<file path="src/rtl/mem_prio_readout.sv">
// Memory readout controller for the 12-input memory-data mux.
// At each BX boundary it latches per-memory entry counts, then reads every non-empty
// memory back-to-back, lowest index first. The select code and BX go through a
// MEM_LAT-deep delay line so they arrive at the mux together with the read data.
module mem_prio_readout #(
    parameter int unsigned NMEM    = 12,
    parameter int unsigned ADDR_W  = 6,
    parameter int unsigned MEM_LAT = 1
) (
    input  logic                         clk,
    input  logic                         reset,
    input  logic                         new_bx,
    input  logic [2:0]                   BX,
    input  logic [NMEM*(ADDR_W+1)-1:0]   nent,
    output logic                         rd_en,
    output logic [ADDR_W-1:0]            rd_add,
    output logic [3:0]                   rd_sel,
    output logic [3:0]                   mux_sel,
    output logic [2:0]                   mux_bx,
    output logic                         done,
    output logic                         truncated
);

    localparam int unsigned CW    = ADDR_W + 1;
    localparam int unsigned IDX_W = $clog2(NMEM);
    localparam logic [CW-1:0] MaxCnt = {1'b1, {ADDR_W{1'b0}}};

    typedef enum logic [0:0] {StIdle, StRead} state_e;

    state_e              state_q, state_d;
    logic [NMEM-1:0]     pend_q, pend_d, new_pend, cur_oh;
    logic [ADDR_W-1:0]   cnt_q, cnt_d;
    logic [CW-1:0]       nent_q [NMEM];
    logic [2:0]          bx_q;
    logic                done_q, done_d;
    logic                load;
    logic [IDX_W-1:0]    cur_idx;
    logic                last;
    logic [3:0]          sel_pipe [MEM_LAT];
    logic [2:0]          bx_pipe  [MEM_LAT];

    // Fixed mux decode: memories 0..8 -> 1..9, 9..11 -> B..D (A is skipped).
    function automatic logic [3:0] sel_code(input logic [IDX_W-1:0] m);
        logic [3:0] m4;
        m4 = 4'(m);
        if (m4 <= 4'd8) begin
            return m4 + 4'd1;
        end
        return m4 + 4'd2;
    endfunction

    // Counts larger than the memory depth are clamped to the depth.
    function automatic logic [CW-1:0] clamp(input logic [CW-1:0] v);
        return (v > MaxCnt) ? MaxCnt : v;
    endfunction

    // Priority pick of the lowest pending memory and end-of-memory detect.
    always_comb begin
        cur_idx = '0;
        for (int i = NMEM - 1; i >= 0; i--) begin
            if (pend_q[i]) begin
                cur_idx = IDX_W'(i);
            end
        end
        cur_oh = NMEM'(1) << cur_idx;
        last   = ({1'b0, cnt_q} == (nent_q[cur_idx] - CW'(1)));
        for (int i = 0; i < NMEM; i++) begin
            new_pend[i] = |nent[i*CW +: CW];
        end
    end

    // Next-state: new_bx always reloads (aborting any readout), otherwise walk the mask.
    always_comb begin
        state_d = state_q;
        pend_d  = pend_q;
        cnt_d   = cnt_q;
        done_d  = 1'b0;
        load    = 1'b0;
        if (new_bx) begin
            load    = 1'b1;
            pend_d  = new_pend;
            cnt_d   = '0;
            state_d = (|new_pend) ? StRead : StIdle;
            done_d  = ~|new_pend;
        end else if (state_q == StRead) begin
            if (last) begin
                pend_d = pend_q & ~cur_oh;
                cnt_d  = '0;
                if (~|(pend_q & ~cur_oh)) begin
                    state_d = StIdle;
                    done_d  = 1'b1;
                end
            end else begin
                cnt_d = cnt_q + ADDR_W'(1);
            end
        end
    end

    // Read-side outputs; a read coinciding with new_bx or reset is dropped.
    always_comb begin
        rd_en     = (state_q == StRead) && !new_bx && !reset;
        rd_sel    = rd_en ? sel_code(cur_idx) : 4'h0;
        rd_add    = rd_en ? cnt_q : '0;
        truncated = (state_q == StRead) && new_bx && !reset;
        done      = done_q;
        mux_sel   = sel_pipe[MEM_LAT-1];
        mux_bx    = bx_pipe[MEM_LAT-1];
    end

    // Control state, latched counts and BX.
    always_ff @(posedge clk) begin
        if (reset) begin
            state_q <= StIdle;
            pend_q  <= '0;
            cnt_q   <= '0;
            done_q  <= 1'b0;
            bx_q    <= '0;
            for (int i = 0; i < NMEM; i++) begin
                nent_q[i] <= '0;
            end
        end else begin
            state_q <= state_d;
            pend_q  <= pend_d;
            cnt_q   <= cnt_d;
            done_q  <= done_d;
            if (load) begin
                bx_q <= BX;
                for (int i = 0; i < NMEM; i++) begin
                    nent_q[i] <= clamp(nent[i*CW +: CW]);
                end
            end
        end
    end

    // Delay line aligning select code and BX with memory read data; shifts every cycle.
    always_ff @(posedge clk) begin
        if (reset) begin
            for (int i = 0; i < int'(MEM_LAT); i++) begin
                sel_pipe[i] <= '0;
                bx_pipe[i]  <= '0;
            end
        end else begin
            sel_pipe[0] <= rd_sel;
            bx_pipe[0]  <= bx_q;
            for (int i = 1; i < int'(MEM_LAT); i++) begin
                sel_pipe[i] <= sel_pipe[i-1];
                bx_pipe[i]  <= bx_pipe[i-1];
            end
        end
    end

endmodule

</file>
<file path="config.mk">
export PLATFORM = sky130hd
export DESIGN_NAME = mem_prio_readout
export DESIGN_NICKNAME = d
export VERILOG_FILES = /design/src/rtl/mem_prio_readout.sv
export SDC_FILE = /design/constraint.sdc
export NUM_CORES = 1
export LEC_CHECK = 0
export BUFFER_PORTS_ARGS = -buffer_cell sky130_fd_sc_hd__buf_2
export CAP_MARGIN = 10
export CORE_AREA = 2 2 159 161
export DETAILED_ROUTE_END_ITERATION = 16
export DIE_AREA = 0 0 161 163
export GPL_ROUTABILITY_DRIVEN = 0
export PLACE_DENSITY_LB_ADDON = 0.05
export SYNTH_ARGS = -nofsm -noshare
export SYNTH_HDL_FRONTEND = slang
export SYNTH_SLANG_ARGS = --single-unit
</file>
<file path="constraint.sdc">
create_clock -name clk -period 3.5 [get_ports clk]
set_input_delay 0.7 -clock clk [delete_from_list [all_inputs] [get_ports clk]]
set_output_delay 0.7 -clock clk [all_outputs]
set_load 0.03 [all_outputs]
</file>
**After elaboration in Yosys (flattened, before gate mapping)**

Memory sizes are Yosys's and may differ from the RTL's.
Index checks and enable logic that the tools add are counted.

- Register bits: 23
- Memory bits (writable): 91
- Word-level logic and storage cells: 133
- Memories kept: 3

Memories:

| name | depth | width | rd ports | clocked after memory_dff | wr ports | RTL line | text |
|---|---|---|---|---|---|---|---|
| nent_q | 12 | 7 | 1 | 0 | 12 | 33 | `logic [CW-1:0] nent_q [NMEM];` |
| sel_pipe | 1 | 4 | 1 | 0 | 1 | 39 | `logic [3:0] sel_pipe [MEM_LAT];` |
| bx_pipe | 1 | 3 | 1 | 0 | 1 | 40 | `logic [2:0] bx_pipe [MEM_LAT];` |

- $add $sub $neg: 4
- $lt $le $gt $ge: 13
- Eq/ne operators: 1
- Shifts and indexed selects: 1
- Mux-type cells: 65
- Bitwise gates (word level): 14
- Reductions and logical operators: 27

Operator list:

| cell | count |
|---|---|
| $mux W7 | 24 |
| $gt A7 B7 Y1 const B | 12 |
| $reduce_or A7 Y1 | 12 |
| $reduce_or A84 Y1 | 1 |
| $mux W4 | 16 |
| $mux W12 | 3 |
| $mux W1 | 19 |
| $and A12 B12 Y12 | 1 |
| $mux W6 | 2 |
| $not A12 Y12 | 1 |
| $or A1 B1 Y1 | 12 |
| $reduce_or A12 Y1 | 1 |
| $shl A1 B4 Y12 const A | 1 |
| $eq A6 B7 Y1 | 1 |
| $sub A7 B1 Y7 const B | 1 |
| $add A6 B1 Y6 const B | 1 |
| $add A4 B1 Y4 const B | 1 |
| $add A4 B2 Y4 const B | 1 |
| $le A4 B4 Y1 const B | 1 |
| $logic_and A1 B1 Y1 | 4 |
| $reduce_bool A2 Y1 | 2 |
| $reduce_or A4 Y1 | 1 |
| $logic_not A1 Y1 | 3 |
| $mux W3 | 1 |
| other kinds (3) | 3 |

**Logic depth before layout (Yosys ltp)**

- Word-level depth: 20
- Mapped depth: 18
- Gate-level depth less buffers: 15

**Worst setup path before layout**

OpenSTA, ideal clock, no wires.

- Kind: register to output
- Start point: register pend_q[10]
- End point: output rd_sel[1]
- Arrival time: 3.013 ns
- Path slack: -0.213 ns
- Cell stages (with the launch flop): 11
- Buffers on the path: 2
- Cell sequence: dfxtp_1 nand2b_1 a221o_1 a211oi_4 inv_4 buf_6 buf_6 ha_1 a21oi_1 nor2_1 a211oi_1

- Longest elaborated chain between the ends: 15
- Elaborated cells between the ends (all ways): 18

Ends and longest elaborated chain:

| what | RTL line | text |
|---|---|---|
| start: declaration | 31 | `logic [NMEM-1:0] pend_q, pend_d, new_pend, cur_oh;` |
| start signal: assignment | 123 | `pend_q <= pend_d;` |
| $mux W4 * (11 in series) | 61 | `if (pend_q[i]) begin` |
| $add A4 B1 Y4 or $le A4 B4 Y1 (tied branches) | 47, 46 |  |
| $mux W4 or $mux W1 (tied branches) | 46 | `if (m4 <= 4'd8) begin` |
| $mux W4 * | 49 | `return m4 + 4'd2;` |
| $mux W4 * | 102 | `rd_sel = rd_en ? sel_code(cur_idx) : 4'h0;` |
| end: declaration | 17 | `output logic [3:0] rd_sel,` |

Mark *: on every way between the ends. The rest lies on a longest branch, timed or not. The select of a mux whose other input is x is not followed.

**Worst setup path in the final report**

- Start point: register pend_q[0]
- End point: register pend_q[11]

- Longest elaborated chain between the ends: 7
- Elaborated cells between the ends (all ways): 12

Ends and longest elaborated chain:

| what | RTL line |
|---|---|
| $mux W4 * | 61 |
| branches (longest 6 deep; another with $mem_v2 Z12 W7) | -- |

Every way passes the cells marked *. The select of a mux whose other input is x is not followed.
A chain may end at the register's enable or synchronous reset.

==> results by group <==
Clock network
  • Skew-Pair Late Insertion Delay: 420 ps
  • Cts hold-fix bufs: 0
  • CTS tree: built
  • Clock Sinks: 114
  • Root Buffer: clkbuf_16
  • Clock Tree Buf Depth: 2
  • Htree depth: 4
  • Cts bufs inserted: 17
  • Clock slew at reported path FFs: 60 ps

Synth
  • Post-synth top area share: 0.415
  • Sequential area share after synthesis: 0.513
  • Post-synth EDFFs: 84
  • Main area contributors after synthesis: edfxtp_1 41%, dfxtp_1 9.9%, and2_1 8.6%
  • Asr flop ratio synth: 0
  • Mapped Area: 0.00608 mm²
  • Syn Area/Cell: 10.7 µm²
  • Top FF cell, synth: edfxtp_1
  • Synth area leader: edfxtp_1
  • Gate Count Post-Synth: 571
  • Net Count, Synth: 670
  • Warnings from Yosys: 0
  • Synthesis-stage register bit count: 114
  • Netlist cell types: 73

Detailed routing
  • Remaining antenna violation count after routing: 0
  • Initial DRC count: 282
  • # DRC: 0
  • WL/cell: 20.0 µm
  • Via count: 5,440
  • Drt pass-1 iters: 5
  • WL final: 22.9 mm
  • Vias/cell: 4.76

Setup path
  • Element type at the critical path end: flop
  • Crit path cell chain: or4_1, buf_4, nor3_1, nand2_1, o22ai_2, a211o_1, ha_4, nand2_2, or4_4, o31ai_4, o211ai_2, or3_1, a32o_1
  • Required @ worst endpoint: 3800 ps
  • Crit path largest cell delay: 590 ps
  • Critical Path Fanout Max: 5
  • CP arrival: 4160 ps
  • Crit-path slowest cell: or4_1
  • Critical path class: flop to flop
  • CP Launch Type: flop

Floorplanning
  • Initial core utilization: 0.247
  • Core area: 0.0247 mm²
  • FP Rows: 58
  • Die footprint: 0.0262 mm²
  • Die Y: 163 µm
  • Io pins: 110
  • Die width: 161 µm

Global routing
  • Largest net degree at the start of global routing: 56
  • Tot GR Track Use: 0.179
  • Number of global-route vias before repair: 5,542
  • First-pass GRT wire length: 34.5 mm
  • Initial antenna violation count: 1
  • Overflow after GRT: 0

Pwr
  • Total power: 0.00473 W
  • Pint: 0.00336 W
  • Leakage power: 3.59 nW
  • Clk pwr share: 0.396
  • Sw Share: 0.290
  • Max VDD drop: 321 µV
  • Combinational share of power: 0.262
  • Pwr dens: 537 mW/mm²
  • Sequential Power Share: 0.342
  • Net load switching power: 0.00137 W

Timing
  • Clock skew: 11.7 ps
  • RSZ-0062 raised after global routing: true
  • Final max-slew violation count: 0
  • Setup WS post-layout: -362 ps
  • Max-slew headroom: 0.570
  • Period Utilization, post-route: 1.10
  • Final Critical Period: 3860 ps
  • WHS: 460 ps
  • Fmax: 259 MHz
  • Final Hold Viols: 0
  • Final Setup Violations: 24
  • Slew at the pin with the worst max-slew slack: 638 ps

Place
  • Count of input and output buffers: 109
  • Pre-CTS setup slack: -582 ps
  • HPWL after DPL: 18.0 mm

Final layout
  • Area of the multi-input gates: 0.00307 mm²
  • Register area: 0.00313 mm²
  • Fillers: 2,521
  • N_diodes: 0
  • Share of cells above drive strength 1: 0.397
  • Nets: 900
  • Area Growth Syn to Fin: 44.8%

Flow run
  • Max-cap violation count: 0

Outcome
  • Violated checks: setup timing
  • Status: finished with violations

Worst hold path
  • Worst hold path class: flop to flop
[what timing repair did]
item | 4_1_cts | 5_1_grt
buffers inserted | 14 | 0
pin swaps | 21 | 1
gates resized for setup | 62 | 5
endpoints found under the setup margin | 23 | 24
gates cloned | 1 | 0
[final timing paths]
kind / from / endpoint / slack [ps] / cells after the start
worst max-delay path: pend_q[0] / pend_q[11] / -360 / 13
worst min-delay path: bx_q[1] / bx_pipe[0][1] / 460 / 1
worst max register to register: pend_q[0] / pend_q[11] / -360 / 13
worst min register to register: bx_q[1] / bx_pipe[0][1] / 460 / 1
[cell usage in the layout, fill, tap and decap left out, drive strengths merged, types with 3 or more instances in the layout]
cell / instances
buf: 228
and2: 85
edfxtp: 84
nor2: 49
nand2: 38
dfxtp: 30
nor3: 21
a21oi: 21
clkbuf: 19
nor4: 18
o21ai: 16
inv: 15
mux2i: 15
or4: 13
a211oi: 13
nor2b: 9
and3: 9
o22ai: 9
ha: 9
nand4: 8
xnor2: 8
mux2: 8
nand3: 6
a221oi: 6
o22a: 5
clkinvlp: 5
a31oi: 5
clkinv: 5
bufinv: 4
o21bai: 3
a311oi: 3
or3: 3
xor2: 3
nand2b: 3
a2111oi: 3
a22oi: 3
o41ai: 3
[flip-flops by register name, summed over array words and instances (netlist names)]
signal	count
bx_q	3
sel_pipe	4
cnt_q	6
done	1
state_q	1
nent_q	84
bx_pipe	3
pend_q	12
[cell families (layout without fill, tap and decap cells)]
family          count (synthesis)  after routing  share of synthesized area
compound gates                111            111                      0.138
simple gates                  269            269                      0.246
buf+inv                        33            276                     0.0251
fa+ha+maj                       9              9                     0.0185
mux                            24             24                     0.0432
flops                         114            114                      0.513
xor+xnor                       11             11                     0.0158
[metal layers]
metal | GRT usage | up-vias | wire length, µm | part of all wire
met2 | 0.293 | 157 | 10800 | 0.47
met5 | 0 | - | 0 | 0
met3 | 0.0298 | 20 | 915 | 0.040
li1 | - | 2624 | - | -
met1 | 0.242 | 2639 | 10800 | 0.47
met4 | 0.0568 | 0 | 430 | 0.019
[worst max-delay path, delay by kind of cell (launching register included)]
kind / cells / cell delay [ps]
flip-flops: 1 / 370
buffers and inverters: 1 / 160
AND/OR/NAND/NOR: 6 / 2040
adder cells (fa/ha/maj): 1 / 170
AO/OA/AOI/OAI: 5 / 1010
[Yosys cell counts (11+ instances only)]
cell       n
or4_1     11
inv_1     11
and2_1    84
nor4_1    17
nor3_1    21
dfxtp_1   30
a211oi_1  11
nor2_1    48
a21oi_1   20
o21ai_0   15
nand2_1   38
edfxtp_1  84
mux2i_1   15
[cell type report]
cell class,count,share of cell area
flip-flops and latches,114,0.355
inverters,16,0.00725
repair buffers,228,0.170
clock inverters,13,0.0210
well taps,330,0.0469
multi-input cells,424,0.349
clock buffers,19,0.0503
[power by group through the flow]
stage          Clock, W  Combinational, W  Sequential (W)
6_report        0.00187           0.00124         0.00162
3_3_place_gp          0           0.00107         0.00164
5_1_grt         0.00196           0.00134         0.00163
3_5_place_dp          0           0.00107         0.00164
2_1_floorplan         0          0.000561         0.00161
4_1_cts         0.00191           0.00123         0.00162
[stage by stage]
stage               setup TNS (ps)  utilization  area [µm²]  std cells
floorplan                     -187            -        6110        571
global placement            -10270        0.316        7780       1099
detailed placement           -9990        0.316        7780       1099
CTS                          -5000        0.356        8780       1144
global route                 -8880        0.357        8800       1144
finish                       -5990        0.357        8800       1144
No activity file was read; power rests on OpenSTA's default activity.
